[src/rtl/register_bank_dumper.sv]
// Walks every register of a register_bank through its rx read port and streams
// a framed snapshot (header, R0..R(N-1), XOR checksum) over a valid/ready link.
module register_bank_dumper #(
  parameter int unsigned              NUM_REGS   = 8,
  parameter int unsigned              DATA_WIDTH = 8,
  parameter int unsigned              SEL_WIDTH  = 3,
  parameter logic [DATA_WIDTH-1:0]    HEADER     = 8'hA5
) (
  input  logic                  clk,
  input  logic                  rst_n,
  input  logic                  start,
  output logic                  busy,
  output logic                  done,
  output logic [SEL_WIDTH-1:0]  reg_selector,
  input  logic [DATA_WIDTH-1:0] reg_data,
  output logic [DATA_WIDTH-1:0] out_data,
  output logic                  out_valid,
  input  logic                  out_ready
);

  typedef enum logic [2:0] {
    IDLE,
    HDR,
    LOAD,
    SEND,
    CSUM,
    DONE
  } state_t;

  localparam logic [SEL_WIDTH-1:0] LAST_IDX = SEL_WIDTH'(NUM_REGS - 1);

  state_t                  state_q;
  logic [SEL_WIDTH-1:0]    idx_q;
  logic [DATA_WIDTH-1:0]   checksum_q;
  logic [DATA_WIDTH-1:0]   out_data_q;
  logic                    out_valid_q;
  logic                    busy_q;
  logic                    done_q;
  logic                    xfer;

  assign xfer         = out_valid_q && out_ready;
  assign busy         = busy_q;
  assign done         = done_q;
  assign out_data     = out_data_q;
  assign out_valid    = out_valid_q;
  assign reg_selector = idx_q;

  // The selector is idx itself, so the bank is addressed during LOAD and the
  // captured byte is frozen in out_data_q for the whole SEND handshake.
  always_ff @(posedge clk or negedge rst_n) begin
    if (!rst_n) begin
      state_q     <= IDLE;
      idx_q       <= '0;
      checksum_q  <= '0;
      out_data_q  <= '0;
      out_valid_q <= 1'b0;
      busy_q      <= 1'b0;
      done_q      <= 1'b0;
    end else begin
      done_q <= 1'b0;
      case (state_q)
        IDLE: begin
          if (start) begin
            state_q     <= HDR;
            idx_q       <= '0;
            checksum_q  <= '0;
            out_data_q  <= HEADER;
            out_valid_q <= 1'b1;
            busy_q      <= 1'b1;
          end
        end
        HDR: begin
          if (xfer) begin
            state_q     <= LOAD;
            out_valid_q <= 1'b0;
          end
        end
        LOAD: begin
          out_data_q  <= reg_data;
          checksum_q  <= checksum_q ^ reg_data;
          out_valid_q <= 1'b1;
          state_q     <= SEND;
        end
        SEND: begin
          if (xfer) begin
            if (idx_q == LAST_IDX) begin
              state_q    <= CSUM;
              out_data_q <= checksum_q;
            end else begin
              idx_q       <= idx_q + 1'b1;
              out_valid_q <= 1'b0;
              state_q     <= LOAD;
            end
          end
        end
        CSUM: begin
          if (xfer) begin
            state_q     <= DONE;
            out_valid_q <= 1'b0;
            done_q      <= 1'b1;
          end
        end
        DONE: begin
          state_q <= IDLE;
          busy_q  <= 1'b0;
        end
        default: begin
          state_q     <= IDLE;
          out_valid_q <= 1'b0;
          busy_q      <= 1'b0;
        end
      endcase
    end
  end

endmodule
[config.mk]
export PLATFORM = sky130hd
export DESIGN_NAME = register_bank_dumper
export DESIGN_NICKNAME = d
export VERILOG_FILES = /design/src/rtl/register_bank_dumper.sv
export SDC_FILE = /design/constraint.sdc
export NUM_CORES = 1
export LEC_CHECK = 0
export ABC_CLOCK_PERIOD_IN_PS = 1700
export CAP_MARGIN = 15
export CORE_MARGIN = 2
export CORE_UTILIZATION = 45
export CTS_CLUSTER_SIZE = 20
export DETAILED_ROUTE_END_ITERATION = 16
export GPL_ROUTABILITY_DRIVEN = 0
export PLACE_DENSITY = 0.74
export SETUP_SLACK_MARGIN = 0.5
export SYNTH_ARGS = -nofsm -noshare
export SYNTH_HDL_FRONTEND = slang
export SYNTH_SLANG_ARGS = --single-unit
[constraint.sdc]
create_clock -name clk -period 1.7 [get_ports clk]
set_input_delay 0.17 -clock clk [delete_from_list [all_inputs] [get_ports clk]]
set_output_delay 0.17 -clock clk [all_outputs]
set_load 0.005 [all_outputs]
==> flow_summary_export.csv <==
group,metric,value,unit
outcome,status,"finished with violations",
outcome,violations,"design-rule violations",
worst_setup_path,r2r_cells,7,
synthesis,synth_adder_area_share,0.01852,
clock_tree,clock-root-buffer,"clkbuf_4",
synthesis,synth_area,0.001351,mm2
synthesis,synth.distinct_cells,29,
routing,ant_nets,0,
synthesis,synthXorXnorAreaFrac,0,
routing,dr.pass1.iters,10,
synthesis,syn_inst,123,
routing,totalWireLength,3217,um
routing,viasPerCell,5.400,
floorplanning,die_area,0.003457,mm2
timing,finalHoldViolCount,0,
synthesis,avgSynthCellArea,10.99,um2
grt,grt_max_degree,26,
worst_setup_path,cp.arrival,1.82,ns
worst_setup_path,critPathMaxFanout,8,
clock_tree,cts.sinks,25,
synthesis,synth.top_cells.by_area,"dfrtp_1 (46%), mux2i_1 (13%), nand2_1 (6.7%)",
routing,drcViolationCount,2,
timing,fmax,0.6279,GHz
power,power,2.920,mW
worst_setup_path,crit_path_start_kind,"flip-flop",
placed_design,numPortBuffers,25,
timing,whs,0.1953,ns
worst_setup_path,path_class,"reg -> reg",
floorplanning,die_w,58.80,um
clock_tree,htreeDepth,1,
timing,finalSetupTns,0,ns
timing,rsz0062_at_grt,"true",
synthesis,synth_top_cell_by_area,"dfrtp_1",
floorplanning,start_util,0.4817,
synthesis,synth_compound_area_frac,0.1324,
synthesis,synth_top_area_share,0.4630,
grt,grt_use_total,0.1952,
power,irDropWorstVdd,1051,uV
floorplanning,rows,19,
clock_tree,cts-buffers-inserted,3,
timing,period_needed,1.593,ns
timing,fin_skew,0.009432,ns
timing,setup_violations,0,
clock_tree,cts_buffer_depth,2,
floorplanning,core,0.002805,mm2
job,drv_cap,0,
worst_setup_path,reg2reg_to,"out_data[3]$_DFFE_PN0P_",
placed_design,hpwlAfterDp,2069,um
power,p_per_area,1489,mW/mm2
grt,gr-total-overflow,0,
floorplanning,die_y,58.80,um
timing,worstMarginPinSlew,0.3599,ns
finish,area_delta_synth_final,45.09,%
synthesis,synth-simple-area-share,0.1407,
clock_tree,worst_skew_pair.late_latency,0.32,ns
timing,slew_viol_final,0,
grt,grt_pass1_vias,1138,
floorplanning,num_io_pins,26,
worst_setup_path,rrSetupSlack,0.11,ns
worst_setup_path,reg2reg_from,"reg_selector[1]$_DFFE_PN0P_",
synthesis,synth_top_family_by_area,"multiplexers",
routing,wl_per_cell,15.32,um
grt,antenna_found_initial,0,
finish,drive_gt1_frac,0.3352,
timing,finalCritPeriodShare,0.9368,
finish,antennaDiodeCount,0,
worst_setup_path,crit_required,1.92,ns
routing,dr_total_vias,1134,
finish,final_nets,194,
synthesis,synthMuxAreaShare,0.2056,
timing,relSlewSlack,0.7582,
clock_tree,path_clk_slew,0.14,ns
power,p_leak,0.9256,nW
synthesis,yosys_warnings,0,
worst_setup_path,critPathCaptureType,"flip-flop",
synthesis,yosysSeqAreaShare,0.4630,
synthesis,ys_seq_elements,25,
clock_tree,cts_tree,"done",
routing,drt_iter0_markers,24,
grt,grt_first_pass_wirelength,5154,um
finish,fin_util,0.6989,
synthesis,syn_nets,137,
min_path,hp-class,"in -> async",
-- metrics by stage --
stage / std cells / cell area (um2) / setup slack, ns
after CTS: 201 / 1847 / 0.08315
after floorplan: 123 / 1394 / 0.08456
after global routing: 210 / 1961 / 0.06478
after detailed placement: 184 / 1715 / -0.02155
after global placement: 184 / 1715 / 0.03399
final: 210 / 1961 / 0.1074
-- layout by cell type (no fill, tap or decap), types with 2 or more instances in the layout --
cell	instances
inv_1	2
nor2_1	9
buf_4	26
mux2_4	8
buf_6	4
clkbuf_4	3
buf_12	3
a22o_1	8
o21ai_0	2
dfrtp_2	3
dlygate4sd2_1	7
a21oi_1	2
o21ai_1	2
clkdlybuf4s50_1	11
buf_2	2
clkdlybuf4s15_1	4
nand2_1	24
mux2i_1	18
dfrtp_1	22
-- state kept, by name, indices dropped and copies added (netlist names) --
register,count
busy,1
checksum_q,8
done,1
out_data,8
out_valid,1
reg_selector,3
state_q,3
-- worst max path at each step --
stage,depth (start not counted),startpoint,end,slack (ns)
global placement,6,reg_selector[1]$_DFFE_PN0P_,out_data[5]$_DFFE_PN0P_,0.03
floorplan,6,reg_selector[0]$_DFFE_PN0P_,out_data[0]$_DFFE_PN0P_,0.08
global route,7,reg_selector[1]$_DFFE_PN0P_,out_data[3]$_DFFE_PN0P_,0.06
CTS,7,reg_selector[1]$_DFFE_PN0P_,out_data[4]$_DFFE_PN0P_,0.08
detailed placement,5,out_ready,out_data[4]$_DFFE_PN0P_,-0.02
finish,7,reg_selector[1]$_DFFE_PN0P_,out_data[3]$_DFFE_PN0P_,0.11
-- area by class of cell --
| cell class | instances | area, um2 |
|---|---|---|
| clock buffers | 3 | 22.52 |
| clock inverters | 1 | 5.005 |
| fillers | 206 | 844.6 |
| inverters | 3 | 13.76 |
| multi-input cells | 90 | 729.5 |
| flip-flops and latches | 25 | 629.4 |
| well taps | 31 | 38.79 |
| repair buffers | 57 | 521.8 |
-- routing by layer --
metal | share of wire | vias up | GRT usage | wire length (um)
li1 | - | 549 | - | -
met1 | 0.40 | 552 | 0.2405 | 1293
met2 | 0.53 | 29 | 0.3460 | 1716
met3 | 0.051 | 4 | 0.05275 | 163
met4 | 0.014 | 0 | 0.03247 | 44
met5 | 0 | - | 0 | 0
-- report_power, final --
group	internal, mW	switching [mW]
registers	0.837	0.214
logic	0.985	0.619
clock network	0.0881	0.176
total	1.91	1.01
-- synth_stat cells (all sizes together) --
cell     instances
buf              4
inv              3
nor2b            1
dfrtp           25
nand2           25
o21ai            5
nand2b           1
mux2             8
a211o            1
o221ai           1
nor4             1
nor2            10
clkbuf           1
mux2i           18
and2b            1
and3             1
nand3            1
o2bb2ai          1
a22o             8
a21oi            3
ha               2
o41ai            1
o311ai           1
-- cells by family after synthesis --
| family | after synthesis |
|---|---|
| simple gates | 41 |
| buf+inv | 8 |
| fa+ha+maj | 2 |
| flops | 25 |
| compound gates | 21 |
| mux | 26 |
-- worst max-delay path, cell delays in order (launching register included) --
cell,delay (ns)
dfrtp_1,0.41
ha_2,0.20
ha_4,0.16
inv_4,0.06
a21oi_4,0.03
o221ai_4,0.16
buf_12,0.17
mux2_4,0.30
-- what timing repair did --
action,in CTS,in global routing
buffers inserted,13,9
hold buffers,0,0
pin swaps,3,4
setup endpoints to repair,37,32
resized for setup,30,7
Note: power is estimated with default switching activity, not from simulation.
